## src/rtl/atconv_pkg.sv

```systemverilog
// ============================================================================
// Module      : atconv_pkg
// Description : Shared widths, layer-1 geometry and the streamer FSM state type.
// Revision    : 1.0 - initial release
// ============================================================================
`default_nettype none

package atconv_pkg;

    localparam int DATA_W       = 13;
    localparam int ADDR_W       = 12;
    localparam int L1_NUM_PIX   = 1024;
    localparam int L1_BASE_ADDR = 0;
    localparam int GAP_ACC_W    = 23;

    typedef enum logic [1:0] {
        ST_IDLE  = 2'd0,
        ST_RUN   = 2'd1,
        ST_DRAIN = 2'd2,
        ST_DONE  = 2'd3
    } state_e;

endpackage

`default_nettype wire

```

## src/rtl/l1_stream_gap_if.sv

```systemverilog
// ============================================================================
// Module      : l1_stream_gap_if
// Description : Layer-memory read port plus valid/ready output stream.
// Revision    : 1.0 - initial release
// ============================================================================
`default_nettype none

interface l1_stream_gap_if;
    import atconv_pkg::*;

    logic              crd;
    logic              csel;
    logic [ADDR_W-1:0] caddr_rd;
    logic [DATA_W-1:0] cdata_rd;
    logic              out_valid;
    logic              out_ready;
    logic [DATA_W-1:0] out_data;
    logic              out_last;

    modport master (
        output crd, csel, caddr_rd, out_valid, out_data, out_last,
        input  cdata_rd, out_ready
    );

    modport slave (
        input  crd, csel, caddr_rd, out_valid, out_data, out_last,
        output cdata_rd, out_ready
    );

endinterface

`default_nettype wire

```

## src/rtl/l1_stream_gap_fifo.sv

```systemverilog
// ============================================================================
// Module      : l1_fifo
// Description : Power-of-two circular buffer with occupancy count.
// Revision    : 1.0 - initial release
// ============================================================================
`default_nettype none

module l1_fifo #(
    parameter int DEPTH = 4,
    parameter int WIDTH = 14
) (
    input  wire                     clk,
    input  wire                     reset,
    input  wire                     push_i,
    input  wire [WIDTH-1:0]         data_i,
    input  wire                     pop_i,
    output logic [WIDTH-1:0]        data_o,
    output logic [$clog2(DEPTH):0]  count_o,
    output logic                    empty_o
);

    localparam int PTR_W = $clog2(DEPTH);

    logic [WIDTH-1:0] mem_q [DEPTH];
    logic [PTR_W-1:0] wr_ptr_q;
    logic [PTR_W-1:0] rd_ptr_q;
    logic [PTR_W:0]   count_q;
    logic             w_push;
    logic             w_pop;

    assign w_pop  = pop_i && (count_q != '0);
    assign w_push = push_i && (count_q != (PTR_W+1)'(DEPTH));

    // Storage needs no reset: the pointers and count define what is valid.
    always_ff @(posedge clk) begin
        if (w_push) begin
            mem_q[wr_ptr_q] <= data_i;
        end
    end

    always_ff @(posedge clk or posedge reset) begin
        if (reset) begin
            wr_ptr_q <= '0;
            rd_ptr_q <= '0;
            count_q  <= '0;
        end else begin
            if (w_push) begin
                wr_ptr_q <= wr_ptr_q + PTR_W'(1);
            end
            if (w_pop) begin
                rd_ptr_q <= rd_ptr_q + PTR_W'(1);
            end
            case ({w_push, w_pop})
                2'b10:   count_q <= count_q + (PTR_W+1)'(1);
                2'b01:   count_q <= count_q - (PTR_W+1)'(1);
                default: count_q <= count_q;
            endcase
        end
    end

    assign data_o  = mem_q[rd_ptr_q];
    assign count_o = count_q;
    assign empty_o = (count_q == '0);

endmodule

`default_nettype wire

```

## src/rtl/l1_stream_gap.sv

```systemverilog
// ============================================================================
// Module      : l1_stream_gap
// Description : Streams layer-1 memory words out through a small FIFO with
//               credit-limited reads; optional global average (L1_STREAM_GAP_EN).
// Revision    : 1.0 - initial release
// ============================================================================
`default_nettype none

module l1_stream_gap
    import atconv_pkg::*;
#(
    parameter int NUM_PIX    = L1_NUM_PIX,
    parameter int FIFO_DEPTH = 4,
    parameter int L1_BASE    = L1_BASE_ADDR
) (
    input  wire                 clk,
    input  wire                 reset,
    input  wire                 start_i,
    output logic                busy_o,
    output logic                done_o,
`ifdef L1_STREAM_GAP_EN
    output logic                gap_valid_o,
    output logic [DATA_W-1:0]   gap_data_o,
`endif
    l1_stream_gap_if.master     bus
);

    localparam int IDX_W = $clog2(NUM_PIX) + 1;
    localparam int CNT_W = $clog2(FIFO_DEPTH) + 1;

    state_e             state_q, state_d;
    logic [IDX_W-1:0]   idx_q, idx_d;
    logic               rd_pend_q;
    logic               last_pend_q;
    logic [CNT_W-1:0]   w_fifo_count;
    logic [CNT_W:0]     w_occupancy;
    logic [DATA_W:0]    w_head;
    logic               w_empty;
    logic               w_issue;
    logic               w_last_rd;
    logic               w_pop;

    // Credit check counts the read already in flight so a return always fits.
    assign w_occupancy = {1'b0, w_fifo_count} + {{CNT_W{1'b0}}, rd_pend_q};
    assign w_issue     = (state_q == ST_RUN) && (w_occupancy < (CNT_W+1)'(FIFO_DEPTH));
    assign w_last_rd   = (idx_q == IDX_W'(NUM_PIX - 1));
    assign w_pop       = !w_empty && bus.out_ready;

    always_ff @(posedge clk or posedge reset) begin
        if (reset) begin
            state_q     <= ST_IDLE;
            idx_q       <= '0;
            rd_pend_q   <= 1'b0;
            last_pend_q <= 1'b0;
        end else begin
            state_q     <= state_d;
            idx_q       <= idx_d;
            rd_pend_q   <= w_issue;
            last_pend_q <= w_issue && w_last_rd;
        end
    end

    always_comb begin
        state_d = state_q;
        idx_d   = idx_q;
        case (state_q)
            ST_IDLE: begin
                if (start_i) begin
                    state_d = ST_RUN;
                    idx_d   = '0;
                end
            end
            ST_RUN: begin
                if (w_issue) begin
                    idx_d = idx_q + IDX_W'(1);
                    if (w_last_rd) begin
                        state_d = ST_DRAIN;
                    end
                end
            end
            ST_DRAIN: begin
                if (w_pop && w_head[DATA_W]) begin
                    state_d = ST_DONE;
                end
            end
            ST_DONE: state_d = ST_IDLE;
            default: state_d = ST_IDLE;
        endcase
    end

    l1_fifo #(
        .DEPTH (FIFO_DEPTH),
        .WIDTH (DATA_W + 1)
    ) u_fifo (
        .clk     (clk),
        .reset   (reset),
        .push_i  (rd_pend_q),
        .data_i  ({last_pend_q, bus.cdata_rd}),
        .pop_i   (w_pop),
        .data_o  (w_head),
        .count_o (w_fifo_count),
        .empty_o (w_empty)
    );

    assign bus.crd       = w_issue;
    assign bus.csel      = 1'b1;
    assign bus.caddr_rd  = w_issue ? (ADDR_W'(L1_BASE) + ADDR_W'(idx_q)) : '0;
    assign bus.out_valid = !w_empty;
    assign bus.out_data  = w_empty ? '0 : w_head[DATA_W-1:0];
    assign bus.out_last  = !w_empty && w_head[DATA_W];
    assign busy_o        = (state_q == ST_RUN) || (state_q == ST_DRAIN);
    assign done_o        = (state_q == ST_DONE);

`ifdef L1_STREAM_GAP_EN
    localparam int LOG2_PIX = $clog2(NUM_PIX);

    logic [GAP_ACC_W-1:0] acc_q;
    logic [DATA_W-1:0]    gap_q;
    logic [GAP_ACC_W:0]   w_rounded;

    assign w_rounded = {1'b0, acc_q} + (GAP_ACC_W+1)'(NUM_PIX / 2);

    always_ff @(posedge clk or posedge reset) begin
        if (reset) begin
            acc_q <= '0;
            gap_q <= '0;
        end else begin
            if ((state_q == ST_IDLE) && start_i) begin
                acc_q <= '0;
            end else if (rd_pend_q) begin
                acc_q <= acc_q + GAP_ACC_W'(bus.cdata_rd);
            end
            if ((state_q == ST_DRAIN) && (state_d == ST_DONE)) begin
                gap_q <= DATA_W'(w_rounded >> LOG2_PIX);
            end
        end
    end

    assign gap_valid_o = (state_q == ST_DONE);
    assign gap_data_o  = gap_q;
`endif

endmodule

`default_nettype wire

```

## src/flat_wrapper.sv

```systemverilog
// flat-port wrapper written by rule: the top's interface ports become plain ports
module l1_stream_gap_flat import atconv_pkg::*;
#(
    parameter int NUM_PIX    = L1_NUM_PIX,
    parameter int FIFO_DEPTH = 4,
    parameter int L1_BASE    = L1_BASE_ADDR
)
  (clk, reset, start_i, busy_o, done_o, bus_crd, bus_csel, bus_caddr_rd, bus_out_valid, bus_out_data, bus_out_last, bus_cdata_rd, bus_out_ready);
  l1_stream_gap_if bus_i ();
  input  wire clk;
  input  wire reset;
  input  wire start_i;
  output logic busy_o;
  output logic done_o;
  output wire logic [$bits(bus_i.crd)-1:0] bus_crd;
  output wire logic [$bits(bus_i.csel)-1:0] bus_csel;
  output wire logic [$bits(bus_i.caddr_rd)-1:0] bus_caddr_rd;
  output wire logic [$bits(bus_i.out_valid)-1:0] bus_out_valid;
  output wire logic [$bits(bus_i.out_data)-1:0] bus_out_data;
  output wire logic [$bits(bus_i.out_last)-1:0] bus_out_last;
  input wire logic [$bits(bus_i.cdata_rd)-1:0] bus_cdata_rd;
  input wire logic [$bits(bus_i.out_ready)-1:0] bus_out_ready;
  assign bus_crd = bus_i.crd;
  assign bus_csel = bus_i.csel;
  assign bus_caddr_rd = bus_i.caddr_rd;
  assign bus_out_valid = bus_i.out_valid;
  assign bus_out_data = bus_i.out_data;
  assign bus_out_last = bus_i.out_last;
  assign bus_i.cdata_rd = bus_cdata_rd;
  assign bus_i.out_ready = bus_out_ready;
  l1_stream_gap #(.NUM_PIX(NUM_PIX), .FIFO_DEPTH(FIFO_DEPTH), .L1_BASE(L1_BASE)) u_core (.clk(clk), .reset(reset), .start_i(start_i), .busy_o(busy_o), .done_o(done_o), .bus(bus_i));
endmodule
```

## config.mk

```make
export PLATFORM = sky130hd
export DESIGN_NAME = l1_stream_gap_flat
export DESIGN_NICKNAME = d
export VERILOG_FILES = /design/src/rtl/atconv_pkg.sv /design/src/rtl/l1_stream_gap_if.sv /design/src/rtl/l1_stream_gap_fifo.sv /design/src/rtl/l1_stream_gap.sv /design/src/flat_wrapper.sv
export SDC_FILE = /design/constraint.sdc
export NUM_CORES = 1
export LEC_CHECK = 0
export BUFFER_PORTS_ARGS = -buffer_cell sky130_fd_sc_hd__buf_2
export CAP_MARGIN = 20
export CORE_UTILIZATION = 42
export DETAILED_ROUTE_END_ITERATION = 10
export GPL_TIMING_DRIVEN = 0
export PLACE_DENSITY = 0.6
export SYNTH_ARGS = -nofsm -noshare
export SYNTH_HDL_FRONTEND = slang
export SYNTH_SLANG_ARGS = --single-unit
```

## constraint.sdc

```tcl
create_clock -name clk -period 3.2 [get_ports clk]
set_input_delay 0.48 -clock clk [delete_from_list [all_inputs] [get_ports clk]]
set_output_delay 0.48 -clock clk [all_outputs]
set_load 0.005 [all_outputs]
```

==> impl_metrics.toml <==
[status]
outcome = "finished with violations"
violations = "DRC"

[critical_path]
endpoint_kind = "output port"
path_class = "reg -> out"
required_ns = 2.72
worst_setup_path_start_kind = "flip-flop"
timing.rr.end = "u_core.u_fifo.mem_q[0][8]"
crit_arrival_ns = 2.32
rr_worst_depth = 3
r2r_slack_ns = 0.99
cp_max_fo = 10
r2r-start = "u_core.u_fifo.count_o[1]"

[route]
first_pass_iters = 9
via_count = 2066
detail-route-antenna-nets = 0
wl_per_cell_um = 16.1
drc = 2
drt-vias-per-instance = 5.14
routed_wl_um = 6460
drtIter0Drc = 84

[timing]
setup_tns_ns = 0
post-route-min-period_ns = 2.80
grt_setup_unrepaired = "false"
worst_slew_pin_slew_ns = 0.876
relSlewSlack_pct = 41.5
setup_violations = 0
finalCritPeriodShare_pct = 87.5
achievable-frequency_mhz = 357
drv_slew = 0
fin_worst_skew_ns = 0.0106
final_hold_viol_count = 0

[placed_design]
portBuffers = 45
gp_congestion = 0.813
hpwl_um = 4220

[logic_synthesis]
yosysSeqAreaShare_pct = 63.2
ys_top_cells_by_count = "edfxtp_1, dfrtp_1, inv_1, nor2b_1, mux4_2"
synth-seq-cells = 78
async_flop_share_pct = 28.2
avgSynthCellArea_um2 = 15.0
synth-edff-count = 56
synth_warnings = 0
syn_nets = 265
synth_most_common_cell = "edfxtp_1"
yosysTopAreaCell = "edfxtp_1"
synthDistinctLibCells = 50
post-synth-top-area-fraction_pct = 47.6
synth_area_leaders = "edfxtp_1, dfrtp_1, mux4_2"
synth_ff_type = "edfxtp_1"
synthesis.instances = 236
synth_area_mm2 = 0.00353

[layout]
final_core_util_pct = 49.7
drive_above_1_share_pct = 30.0
multi_input_area_mm2 = 0.00118
seqCellArea_mm2 = 0.00223
fillers = 717
area_growth_pct = 15.0
fin_nets = 321
n_antenna_cell = 0

[power]
finalPower_w = 0.00343
irDropWorstVdd_mv = 0.328
p_leak_nw = 1.65
p_per_area_mw_per_mm2 = 845

[die]
dieHeight_um = 93.7
die_w_um = 93.7
start_util_pct = 43.2
core_area_mm2 = 0.00818
dieArea_mm2 = 0.00878
io_pins = 48
rows = 33

[clock_tree]
clock_latency_ns = 0.34
clkTransAtPathRegs_ns = 0.08
cts_made_buffers = 9
clock-sinks = 78
htree_levels = 3
cts.repair.resized = 0
post_cts_buffers = 0
cts_max_path_buffers = 2
clockRootBuffer = "clkbuf_8"
cts_hold_buf = 0
tritoncts = "yes"

[global_route]
groute.usage.overall_pct = 16.4
grt_max_degree = 23
grt_pass1_wl_um = 10600
grt_pass1_vias = 2076
antenna_found_initial = 0
grt-ovfl-total = 0

[min_path]
hold_path.class = "in -> async"

[job]
max_cap_violations = 0
## where the power goes
group | leakage (nW) | switching (W) | internal (W)
registers | 0.785 | 0.000125 | 0.00137
logic | 0.784 | 0.000686 | 0.000598
clock network | 0.0809 | 0.000371 | 0.000286
## sequential cells by signal (all words and copies together) (netlist names)
| name | count |
|---|---|
| u_core.u_fifo.rd_ptr_q | 2 |
| u_core.idx_q | 11 |
| u_core.state_q | 2 |
| u_core.rd_pend_q | 1 |
| u_core.last_pend_q | 1 |
| u_core.u_fifo.count_o | 3 |
| u_core.u_fifo.mem_q | 56 |
| u_core.u_fifo.wr_ptr_q | 2 |
## worst max-delay path: stages (launching register included)
cell and delay, ns:
dfrtp_1 0.36, buf_2 0.17, nor3_1 0.70, clkbuf_1 0.48, nor2b_1 0.12, buf_2 0.15
## cells in the final DEF, fill, tap and decap left out, drive strengths merged, types with 4 or more instances in the layout
| cell | Yosys | routed |
|---|---|---|
| mux4 | 14 | 14 |
| a21oi | 4 | 4 |
| nor3 | 8 | 8 |
| o21ai | 5 | 5 |
| nand3 | 6 | 6 |
| nor2 | 6 | 6 |
| clkbuf | 2 | 12 |
| inv | 15 | 17 |
| o31ai | 5 | 5 |
| nor2b | 15 | 15 |
| nand2 | 6 | 6 |
| a31oi | 4 | 4 |
| and3 | 8 | 8 |
| ha | 11 | 11 |
| buf | 9 | 54 |
| and2 | 5 | 5 |
| dfrtp | 22 | 22 |
| edfxtp | 56 | 56 |
## per-stage QoR
stage	std cells	cell area [um^2]	setup slack (ns)	hold WS [ns]
global placement	386	3890	0.700	0.470
floorplan	236	3530	1.32	0.447
detailed placement	386	3890	0.727	0.474
global route	402	4060	0.182	0.333
CTS	402	4060	0.341	0.327
finish	402	4060	0.401	0.306
## cell type report
type                            instances  area share [%]
Sequential cell                        78            54.9
Multi-Input combinational cell        132            29.1
Timing Repair Buffer                   45            5.54
Tap cell                              105            3.23
Clock buffer                           10            3.14
Buffer                                 11            1.54
Inverter                               15            1.39
Clock inverter                          6            1.11
## layer usage
layer  wire length (um)  share of wire, %  vias up  track usage [%]
met2               3140                49       37             25.5
met4                 90               1.4        0             7.69
li1                   -                 -     1002                -
met1               3040                47     1020             22.7
met5                  0                 0        -                0
met3                189               2.9        7             2.75
## cells by family after synthesis
group,count (synthesis),synth area share [%]
adder cells (fa/ha/maj),12,4.46
buffers and inverters,26,3.36
AO/OA/AOI/OAI,31,6.87
other,2,0.213
multiplexers,17,10.0
XOR/XNOR,6,1.49
AND/OR/NAND/NOR,64,10.4
flip-flops,78,63.2
## worst max-delay path by stage
stage	startpoint	endpoint	slack (ns)	cells past startpoint
final	u_core.u_fifo.count_o[0]	bus_out_data[5]	0.40	5
after global routing	u_core.u_fifo.count_o[0]	bus_out_data[8]	0.18	5
after CTS	u_core.u_fifo.count_o[0]	bus_out_data[5]	0.34	5
after detailed placement	u_core.u_fifo.count_o[0]	bus_out_data[5]	0.73	5
after global placement	u_core.u_fifo.count_o[0]	bus_out_data[8]	0.70	5
after floorplan	u_core.u_fifo.count_o[0]	u_core.u_fifo.count_o[2]	1.32	10
Note: power is estimated with default switching activity, not from simulation.
